## src/rtl/mem_stage_lsu_if.sv

```systemverilog
// mem_stage_lsu_if: data-bus req/ack handshake between the LSU (master) and memory (slave)
//   dbus_req   master->slave  request, held with all request fields until ack
//   dbus_we    master->slave  write strobe
//   dbus_addr  master->slave  word address, low 2 bits zero
//   dbus_be    master->slave  byte enables
//   dbus_wdata master->slave  lane-replicated store data
//   dbus_ack   slave->master  completion
//   dbus_rdata slave->master  read data, valid with ack
interface mem_stage_lsu_if;
  logic        dbus_req;
  logic        dbus_we;
  logic [31:0] dbus_addr;
  logic [3:0]  dbus_be;
  logic [31:0] dbus_wdata;
  logic        dbus_ack;
  logic [31:0] dbus_rdata;
  modport master (
    output dbus_req, dbus_we, dbus_addr, dbus_be, dbus_wdata,
    input  dbus_ack, dbus_rdata
  );
  modport slave (
    input  dbus_req, dbus_we, dbus_addr, dbus_be, dbus_wdata,
    output dbus_ack, dbus_rdata
  );
endinterface

```

## src/rtl/mem_stage_lsu.sv

```systemverilog
// mem_stage_lsu: memory-stage load/store unit running a req/ack data-bus transaction
//   clk, reset_n (async active-low)
//   mem_valid_m/read_m/write_m/size_m/sext_m, addr_m, wdata_m : M-stage access
//   stall_m : holds F/D/E/M while an access is issued or outstanding
//   load_data_m : lane-extracted, extended load result
//   bus_err : one-cycle pulse when WAIT times out after TIMEOUT_CYCLES cycles
//   align_err : one-cycle pulse on a misaligned access, only with LSU_ALIGN_CHECK_EN
//   dbus : mem_stage_lsu_if master port
module mem_stage_lsu #(
  parameter int TIMEOUT_CYCLES = 255,
  parameter int CNT_W = 8
) (
  input  logic        clk,
  input  logic        reset_n,
  input  logic        mem_valid_m,
  input  logic        mem_read_m,
  input  logic        mem_write_m,
  input  logic [1:0]  mem_size_m,
  input  logic        mem_sext_m,
  input  logic [31:0] addr_m,
  input  logic [31:0] wdata_m,
  output logic        stall_m,
  output logic [31:0] load_data_m,
  output logic        bus_err,
  output logic        align_err,
  mem_stage_lsu_if.master dbus
);
  typedef enum logic [1:0] {S_IDLE, S_WAIT, S_DONE} state_t;
  state_t state, state_nx;
  logic [CNT_W-1:0] cnt;
  logic access, is_byte, is_half, align_fault, issue, timeout;
  logic [3:0] be_c;
  logic [31:0] wdata_c, rdata_ext;
  logic ld_read, ld_sext;
  logic [1:0] ld_size, ld_k;
  logic [7:0] rbyte;
  logic [15:0] rhalf;
  assign access = mem_valid_m & (mem_read_m | mem_write_m);
  assign is_byte = mem_size_m == 2'b10;
  assign is_half = mem_size_m == 2'b01;
`ifdef LSU_ALIGN_CHECK_EN
  assign align_fault = access & (is_half ? addr_m[0] : !is_byte && addr_m[1:0] != 2'b00);
`else
  assign align_fault = 1'b0;
`endif
  assign issue = state == S_IDLE && access && !align_fault;
  // the WAIT cycle that sees ack is never a timeout, so ack wins on the last cycle
  assign timeout = state == S_WAIT && !dbus.dbus_ack && cnt == CNT_W'(TIMEOUT_CYCLES - 1);
  assign be_c = is_byte ? 4'b0001 << addr_m[1:0] : is_half ? (addr_m[1] ? 4'b1100 : 4'b0011) : 4'b1111;
  assign wdata_c = is_byte ? {4{wdata_m[7:0]}} : is_half ? {2{wdata_m[15:0]}} : wdata_m;
  assign rbyte = dbus.dbus_rdata[{ld_k, 3'b000} +: 8];
  assign rhalf = ld_k[1] ? dbus.dbus_rdata[31:16] : dbus.dbus_rdata[15:0];
  assign rdata_ext = ld_size == 2'b10 ? {{24{ld_sext & rbyte[7]}}, rbyte} :
                     ld_size == 2'b01 ? {{16{ld_sext & rhalf[15]}}, rhalf} : dbus.dbus_rdata;
  always_ff @(posedge clk or negedge reset_n)
    if (!reset_n) state <= S_IDLE;
    else state <= state_nx;
  always_comb
    state_nx = state == S_IDLE ? (access ? (align_fault ? S_DONE : S_WAIT) : S_IDLE) :
               state == S_WAIT ? (dbus.dbus_ack || timeout ? S_DONE : S_WAIT) : S_IDLE;
  always_comb
    stall_m = (state == S_IDLE && access) || state == S_WAIT;
  // request fields and the load shape are latched at issue so the M-stage inputs need not be trusted later
  always_ff @(posedge clk or negedge reset_n)
    if (!reset_n) begin
      dbus.dbus_req <= 1'b0;
      dbus.dbus_we <= 1'b0;
      dbus.dbus_addr <= '0;
      dbus.dbus_be <= '0;
      dbus.dbus_wdata <= '0;
      load_data_m <= '0;
      bus_err <= 1'b0;
      align_err <= 1'b0;
      cnt <= '0;
      ld_read <= 1'b0;
      ld_sext <= 1'b0;
      ld_size <= '0;
      ld_k <= '0;
    end else begin
      bus_err <= timeout;
      align_err <= state == S_IDLE && align_fault;
      if (issue) begin
        dbus.dbus_req <= 1'b1;
        dbus.dbus_we <= mem_write_m;
        dbus.dbus_addr <= {addr_m[31:2], 2'b00};
        dbus.dbus_be <= be_c;
        dbus.dbus_wdata <= wdata_c;
        cnt <= '0;
        ld_read <= !mem_write_m;
        ld_sext <= mem_sext_m;
        ld_size <= mem_size_m;
        ld_k <= addr_m[1:0];
      end else if (state == S_WAIT) begin
        if (dbus.dbus_ack || timeout) begin
          dbus.dbus_req <= 1'b0;
          dbus.dbus_we <= 1'b0;
          dbus.dbus_be <= '0;
        end else cnt <= cnt + CNT_W'(1);
        if (dbus.dbus_ack && ld_read) load_data_m <= rdata_ext;
        else if (timeout) load_data_m <= '0;
      end
    end
endmodule

```

## src/flat_wrapper.sv

```systemverilog
// flat-port wrapper written by rule: the top's interface ports become plain ports
module mem_stage_lsu_flat 
#(
  parameter int TIMEOUT_CYCLES = 255,
  parameter int CNT_W = 8
)
  (clk, reset_n, mem_valid_m, mem_read_m, mem_write_m, mem_size_m, mem_sext_m, addr_m, wdata_m, stall_m, load_data_m, bus_err, align_err, dbus_dbus_req, dbus_dbus_we, dbus_dbus_addr, dbus_dbus_be, dbus_dbus_wdata, dbus_dbus_ack, dbus_dbus_rdata);
  mem_stage_lsu_if dbus_i ();
  input  logic clk;
  input  logic reset_n;
  input  logic mem_valid_m;
  input  logic mem_read_m;
  input  logic mem_write_m;
  input  logic [1:0] mem_size_m;
  input  logic mem_sext_m;
  input  logic [31:0] addr_m;
  input  logic [31:0] wdata_m;
  output logic stall_m;
  output logic [31:0] load_data_m;
  output logic bus_err;
  output logic align_err;
  output wire logic [$bits(dbus_i.dbus_req)-1:0] dbus_dbus_req;
  output wire logic [$bits(dbus_i.dbus_we)-1:0] dbus_dbus_we;
  output wire logic [$bits(dbus_i.dbus_addr)-1:0] dbus_dbus_addr;
  output wire logic [$bits(dbus_i.dbus_be)-1:0] dbus_dbus_be;
  output wire logic [$bits(dbus_i.dbus_wdata)-1:0] dbus_dbus_wdata;
  input wire logic [$bits(dbus_i.dbus_ack)-1:0] dbus_dbus_ack;
  input wire logic [$bits(dbus_i.dbus_rdata)-1:0] dbus_dbus_rdata;
  assign dbus_dbus_req = dbus_i.dbus_req;
  assign dbus_dbus_we = dbus_i.dbus_we;
  assign dbus_dbus_addr = dbus_i.dbus_addr;
  assign dbus_dbus_be = dbus_i.dbus_be;
  assign dbus_dbus_wdata = dbus_i.dbus_wdata;
  assign dbus_i.dbus_ack = dbus_dbus_ack;
  assign dbus_i.dbus_rdata = dbus_dbus_rdata;
  mem_stage_lsu #(.TIMEOUT_CYCLES(TIMEOUT_CYCLES), .CNT_W(CNT_W)) u_core (.clk(clk), .reset_n(reset_n), .mem_valid_m(mem_valid_m), .mem_read_m(mem_read_m), .mem_write_m(mem_write_m), .mem_size_m(mem_size_m), .mem_sext_m(mem_sext_m), .addr_m(addr_m), .wdata_m(wdata_m), .stall_m(stall_m), .load_data_m(load_data_m), .bus_err(bus_err), .align_err(align_err), .dbus(dbus_i));
endmodule
```

## config.mk

```make
export PLATFORM = sky130hd
export DESIGN_NAME = mem_stage_lsu_flat
export DESIGN_NICKNAME = d
export VERILOG_FILES = /design/src/rtl/mem_stage_lsu_if.sv /design/src/rtl/mem_stage_lsu.sv /design/src/flat_wrapper.sv
export SDC_FILE = /design/constraint.sdc
export NUM_CORES = 1
export LEC_CHECK = 0
export CAP_MARGIN = 20
export CORE_MARGIN = 3
export CORE_UTILIZATION = 57
export CTS_CLUSTER_SIZE = 30
export DETAILED_ROUTE_END_ITERATION = 7
export DONT_BUFFER_PORTS = 1
export PLACE_DENSITY = 0.75
export SYNTH_ARGS = -nofsm -noshare
export SYNTH_HDL_FRONTEND = slang
export SYNTH_SLANG_ARGS = --single-unit
```

## constraint.sdc

```tcl
create_clock -name clk -period 1.6 [get_ports clk]
set_clock_uncertainty 0.1 [all_clocks]
set_input_delay 0.16 -clock clk [delete_from_list [all_inputs] [get_ports clk]]
set_output_delay 0.16 -clock clk [all_outputs]
set_load 0.02 [all_outputs]
```

==> Implementation_results.wiki, run 1 <==
{| class="wikitable"
! Metric !! Value
|-
| Fin crit share || 111%
|-
| Share of the synthesized area in the top cell type || between 50% and 60%
|-
| Path class of the lowest-slack min-delay path || input pin to asynchronous set/reset pin
|-
| Largest fanout on the critical path || 4
|-
| Metal2 WL || 10.1 mm
|-
| Reg2reg end || u_core.cnt[7]
|-
| Remaining antenna violation count after routing || 0
|-
| Vertical die dimension || 105 um
|-
| Detailed-router iteration count before antenna repair || 5
|-
| HPWL after detailed placement || 9.83 mm
|-
| Outcome || finished, violations left
|-
| Predominant post-synthesis flop cell || dfrtp_1
|-
| Clk Latency, worst-skew pair || 0.52 ns
|-
| Sum of routed wire segments on met1 || just under 7 mm
|-
| Netlist Area Pre-Place || 0.00556 mm^2
|-
| GR Overflow Total || 0
|-
| Cell-by-cell trace of the critical path || nor2_2 > o211ai_1 > buf_4 > nand2b_4
|-
| Number of I/O pins || 210
|-
| Path depth of the worst reg2reg path || 5
|-
| Data arrival time of the critical path || 1.52 ns
|-
| EDFF count, synth || 0
|-
| Startpoint kind of the worst setup timing path || register
|-
| Final setup violation count || 50
|-
| Cells after Synth || 579
|-
| Synth-to-Final Area Change || 42.6%
|-
| Layout Nets || between 800 and 900
|-
| Endpoints failing hold || 117
|-
| Achievable clock frequency || 0.563 GHz
|-
| Register-to-register setup slack || -0.15 ns
|-
| Die width || 105 um
|-
| RSZ-0062 raised after global routing || true
|-
| Initial core utilization || 59.3%
|-
| Antenna violations before repair || 1
|-
| YS warnings || 0
|-
| Deepest level of the CTS H-tree || 4
|-
| Drc violations || 0
|-
| Vias post-DR || 5254
|-
| Cts bufs inserted || 17
|-
| Gr usage total || 31.7%
|-
| Starting DRC count in detailed routing || 406
|-
| Min cycle time layout || 1.78 ns
|-
| PnR worst setup slack || -0.177 ns
|-
| Commonest non-fill, non-tap cell in the layout || nand2_1
|-
| Clock tree from TritonCTS || done
|-
| CP max stage delay || 0.42 ns
|-
| Die Outline Area || 0.0110 mm^2
|-
| Total of buffers placed on input and output ports || 0
|-
| Area of the core || roughly 0.0094 mm^2
|-
| Number of global-route vias before repair || 5203
|-
| Number of flip-flops and latches in the synthesized netlist || 117
|-
| Slowest cell on the critical path || dfrtp_1
|-
| Fillcell total || 478
|-
| Clock slew seen by the registers of the worst setup and hold paths || 0.06 ns
|-
| Post-synthesis cell type count || 48
|-
| Worst Path Class, Setup || register to output pin
|-
| Worst endpoint required time || 1.34 ns
|-
| Leakage power summed over all cells || 3.74 nW
|-
| Fraction of synthesis flops using an asynchronous set or reset pin || 100%
|-
| Post-cts hold buffer count || a little over 100
|-
| Element type at the critical path end || output pin
|-
| Total number of clock tree sinks || 117
|-
| Met3 WL || 1.86 mm
|-
| Most frequent cells in the layout || nand2_1, dfrtp_1, dlygate4sd3_1
|-
| Uppermost signal routing layer after detailed routing || met4
|-
| Fraction of layout cells with a size suffix above 1 || 19.3%
|-
| Startpoint of the worst-slack reg-to-reg timing path || u_core.state[1]
|-
| Maximum buffer depth of the clock tree || 2
|-
| First-pass GRT wire length || 27.4 mm
|-
| Most area-consuming cells after synthesis || dfrtp_1, nand2_1, mux2i_1
|-
| Routability congestion estimate from global placement || roughly 0.87
|-
| Max-cap violations || 0
|-
| Number of pins exceeding their max-slew limit in the final report || 0
|-
| Post-synthesis average cell area || 9.60 um^2
|-
| Setup tns final || -4.40 ns
|-
| Maximum number of pins on one net before global-route repair || approximately 120
|-
| Total Routed Length || ~20 mm
|-
| Peak supply drop || 0.000913 V
|-
| Average routed wire per standard cell || 23.3 um
|-
| Failing checks || negative hold slack, negative setup slack
|-
| Floorplan row count || 35
|-
| Power density over cell area || around 1700 mW/mm^2
|-
| Via density per instance || between 6 and 7
|-
| Smallest hold slack || -0.763 ns
|-
| Clk Tree Root Cell || clkbuf_8
|-
| Share of synthesized area occupied by flip-flops and latches || 52.7%
|-
| Dominant cell type by area after synthesis || dfrtp_1
|}
## report_power, final
part	total (W)	switching [W]	internal (W)
logic	0.00345	0.00174	0.00171
registers	0.00626	0.00225	0.00401
clock network	0.00367	0.00145	0.00222
## worst max-delay path by stage
stage / from / end / slack, ns / depth (start not counted)
2_1_floorplan: u_core.ld_size[0] / u_core.load_data_m[10] / -0.02 / 6
3_3_place_gp: u_core.cnt[0] / u_core.load_data_m[4] / 0.04 / 7
3_5_place_dp: u_core.ld_k[1] / u_core.load_data_m[10] / -0.02 / 4
4_1_cts: u_core.state[0] / stall_m / -0.09 / 4
5_1_grt: u_core.state[1] / u_core.cnt[7] / -0.22 / 5
6_report: u_core.state[1] / stall_m / -0.18 / 4
## critical path: cells and delay by family (launching register included)
| family | cells | cell delay (ns) |
|---|---|---|
| flip-flops | 1 | 0.42 |
| buffers and inverters | 1 | 0.17 |
| AND/OR/NAND/NOR | 2 | 0.27 |
| AO/OA/AOI/OAI | 1 | 0.13 |
## cell families (layout without fill, tap and decap cells)
logic type,after synthesis,in the layout,synth area share [%]
adder cells (fa/ha/maj),2,2,0.450
AND/OR/NAND/NOR,266,266,20.7
multiplexers,38,38,7.05
flip-flops,117,117,52.7
buffers and inverters,45,186,4.32
XOR/XNOR,3,3,0.473
other,1,4,0.0675
AO/OA/AOI/OAI,107,107,14.3
## sequential cells by signal, indices dropped and copies added (netlist names)
register,flops
u_core.dbus.dbus_addr,30
u_core.ld_size,2
u_core.dbus.dbus_req,1
u_core.bus_err,1
u_core.dbus.dbus_we,1
u_core.dbus.dbus_be,4
u_core.cnt,8
u_core.load_data_m,32
u_core.ld_read,1
u_core.state,2
u_core.dbus.dbus_wdata,32
u_core.ld_sext,1
u_core.ld_k,2
## per-stage QoR
step	cell area [um^2]	utilization, %	power [W]	setup WS [ns]	instances
floorplan	5570	-	0.00781	-0.0235	581
global placement	5770	61.5	0.00852	0.0385	694
detailed placement	5770	61.5	0.00868	-0.0246	694
CTS	7460	79.6	0.0127	-0.0928	832
global route	7930	84.6	0.0139	-0.218	852
finish	7930	84.6	0.0134	-0.177	852
## synth_stat cells, types with 3 or more instances
master,instances
o21ai_1,3
mux2i_1,29
mux2_2,9
o2bb2ai_2,10
a21oi_1,10
o211ai_1,3
nand2_1,191
o22ai_1,6
buf_6,3
o31ai_1,8
nand3_1,20
buf_4,8
clkbuf_1,11
buf_1,4
inv_1,4
dfrtp_1,117
o2bb2ai_1,6
nand2b_1,5
buf_2,15
nor2_1,30
o21ai_0,35
a22o_1,18
## final cells by class
type	instances	area, um^2	area share [%]
Multi-Input combinational cell	419	2580	32.6
Tap cell	129	161	2.04
Clock inverter	14	156	1.97
Timing Repair Buffer	151	1670	21.0
Inverter	4	15.0	0.189
Sequential cell	117	2930	37.0
Antenna cell	1	2.50	0.0316
Clock buffer	17	414	5.23
## layer usage
| layer | track usage [%] | up-vias |
|---|---|---|
| met5 | 0 | - |
| met4 | 11.6 | 0 |
| met3 | 10.1 | 94 |
| met2 | 54.5 | 354 |
| met1 | 37.2 | 2577 |
| li1 | - | 2229 |
## repair_timing
action | 4_1_cts | 5_1_grt
pin swaps | 4 | 11
endpoints found under the setup margin | 27 | 67
hold endpoints to repair | 233 | 117
cloned | 1 | 9
gates resized for setup | 13 | 45
buffers inserted | 5 | 10
Note: power is estimated with default switching activity, not from simulation.
==> run 2, diff against run 1 <==
Settings changed: CTS_CLUSTER_SIZE 30 to 20.
==> results of run 2 <==
The final DEF is identical to that of run 1; final timing and power are the same.
==> edit (config.mk and constraints of run 1) <==
Re-encode `state_t` (3 states) as one-hot, 3 bits wide.
--- a/src/rtl/mem_stage_lsu.sv
+++ b/src/rtl/mem_stage_lsu.sv
@@ -26,5 +26,5 @@
   mem_stage_lsu_if.master dbus
 );
-  typedef enum logic [1:0] {S_IDLE, S_WAIT, S_DONE} state_t;
+  typedef enum logic [2:0] {S_IDLE = 3'b001, S_WAIT = 3'b010, S_DONE = 3'b100} state_t;
   state_t state, state_nx;
   logic [CNT_W-1:0] cnt;
Formal check against the unedited RTL: no difference found for any inputs over 4 cycles, from zero or initial values and one cycle with reset_n low; so few cycles prove little.
==> edit against run 1 <==
The run still ends with negative hold slack, negative setup slack left. Synthesized area shrank 0.14%. Die area shrank 0.13%. Design area grew 4.1%. First-iteration DRC count grew 95%. Highest routed layer unchanged. Global-route usage grew 3.4 points. Sequential cell count grew 1. Power grew 12%. Fmax shrank 3.2%. Setup slack lost 0.058 ns. Routed wire length grew 12%.
==> edit: results (changes against run 1) <==
Cells and area
  • Biggest regs: u_core.dbus.dbus_wdata x32, u_core.load_data_m x32, u_core.dbus.dbus_addr x30
  • Layout cells sized above 1: 0.222 (+0.0293)
  • ANT cells: 0 (-1)
  • # nets final: 847 (+3.7%)
  • Fillers: 410 (-14%)
  • Final std cells w/o fill: 882 (+3.5%)

STA
  • Final setup violation count: 114 (+130%)
  • Final Hold Slack: -0.772 ns (-0.00942 ns)
  • Setup ws final: -0.235 ns (-0.0579 ns)
  • Fin. Hold Viols: 124 (+6.0%)
  • Setup TNS: -17.80 ns (-13.40 ns)

Global route
  • GRT met1 Usage: 0.422 (+0.0502)
  • Largest net degree at the start of global routing: 119 (+0.85%)
  • Overall routing resource usage: 0.351 (+0.0339)
  • Antenna violations before repair: 0 (-1)
  • GR met3 Demand/Resource: 0.109 (+0.00741)
  • Vias in the first global route: 5746 (+10%)
  • Global-route wire length before repair: 30300 um (+11%)
  • GR Util met2: 0.575 (+0.0294)

Setup path
  • Worst Path Class, Setup: flip-flop to flip-flop
  • R2r endpoint: u_core.dbus.dbus_addr[31]$_DFFE_PN0P_
  • Critical path's largest stage delay: 0.55 ns (+0.13 ns)
  • WP data arrival: 2.19 ns (+0.67 ns)
  • Slowest cell on the critical path: dfstp_2
  • Peak fanout along the critical path: 6 (+2)
  • Reg-to-reg critical path startpoint: u_core.state[0]$_DFF_PN1_

Detailed routing
  • Iter 0 DRT Violations: 791 (+95%)
  • DRC viols: 0 (unchanged)
  • Drt wl/cell: 25.3 um (+8.5%)
  • Via density: 6.58 (+6.7%)

Place
  • Pre-CTS WS: -0.177 ns (-0.152 ns)
  • Final Wtd Congestion: 0.846 (-2.5%)
  • PortBufs: 0 (unchanged)
  • Post-DP HPWL: 10100 um (+2.3%)
  • Placed Instances: 726 (+4.6%)

Logic synthesis
  • Register area share after synthesis: 0.532 (+0.00545)
  • Asr flop ratio synth: 1.00 (unchanged)
  • Area contributors post-synth: dfrtp_1 53%, nand2_1 13%, o2bb2ai_1 4.1%
  • Syn. warnings: 0 (unchanged)
  • Post-synthesis area per instance: 9.36 um^2 (-2.5%)
  • Synth unique cells: 52 (+8.3%)
  • Synth top cells by count: 197 x nand2_1, 117 x dfrtp_1, 34 x nor2_1, 26 x o2bb2ai_1, 22 x o21ai_0
  • Most used flip-flop cell after synthesis: dfrtp_1

Clocking
  • CTS Buf Count: 17 (unchanged)
  • CTS Buffer Depth: 2 (unchanged)
  • Clock Latency Late Sink: 0.52 ns (about the same)
  • Hold Buf Count CTS: 100 (-0.99%)
  • # H-tree levels: 4 (unchanged)

Worst hold path
  • Hold WC Path Type: input pin to asynchronous set/reset pin

Pwr
  • Worst vdd ir: 0.00107 V (+17%)
  • Leakage power: 3.84 nW (+2.6%)

Run status
  • Outcome: finished with violations
  • Failing checks: negative hold slack, negative setup slack
[edit: cell types whose count changed in the layout (fill, tap and decap cells not counted), sizes merged, moves of 9 or more]
cell / change
a22o: -17
a32o: +9
o2bb2ai: +10
and3: +9
o21ai: -15
buf: +20
mux2i: -9
[edit: worst min-delay path by stage]
stage / end / cells past startpoint
2_1_floorplan: u_core.bus_err$_DFF_PN0_ / 0
3_3_place_gp: u_core.dbus.dbus_req$_DFFE_PN0P_ / 0
3_5_place_dp: u_core.dbus.dbus_req$_DFFE_PN0P_ / 0
4_1_cts: u_core.dbus.dbus_addr[14]$_DFFE_PN0P_ / 0
5_1_grt: u_core.load_data_m[5]$_DFFE_PN0P_ / 0
6_report: u_core.load_data_m[20]$_DFFE_PN0P_ / 0
[edit: per-stage QoR]
stage / hold WS (ns) / cell area (um^2)
CTS: -0.784 / 7870
detailed placement: -0.231 / 5940
floorplan: -0.236 / 5600
global route: -0.798 / 8250
finish: -0.772 / 8250
global placement: -0.232 / 5940
[edit: cell type report]
| cell class | instances | share of cell area |
|---|---|---|
| inverter | 7 | 0.00318 |
| sequential | 118 | 0.358 |
| tap | 129 | 0.0196 |
| multi-input combinational | 431 | 0.333 |
| timing repair buffer | 165 | 0.215 |
| clock buffer | 17 | 0.0502 |
| clock inverter | 15 | 0.0217 |
[edit: cells by family (layout without fill, tap and decap cells)]
| logic type | count (synthesis) | count (layout) | synth area share |
|---|---|---|---|
| other cells | 1 | 3 | 0.000676 |
| compound gates | 113 | 114 | 0.152 |
| xor+xnor | 3 | 3 | 0.00474 |
| flops | 118 | 118 | 0.532 |
| buf+inv | 47 | 204 | 0.0408 |
| mux | 23 | 23 | 0.0422 |
| fa+ha+maj | 2 | 2 | 0.00451 |
| simple gates | 286 | 286 | 0.223 |
[edit: where the power goes]
| part | switching [mW] | internal, mW |
|---|---|---|
| Clock | 1.51 | 2.38 |
| Sequential | 2.52 | 4.16 |
| Combinational | 2.36 | 2.09 |
[edit: what timing repair did]
item	4_1_cts	5_1_grt
gates resized for setup	27	71
gates cloned	6	3
setup endpoints to repair	88	114
buffers inserted	12	3
hold endpoints to repair	234	126
pin swaps	7	9
[edit: routing by layer]
layer  share of wire  up-vias
li1                -     2341
met1            0.33     2779
met2            0.48      532
met3            0.12      150
met4           0.067        0
met5               0        -
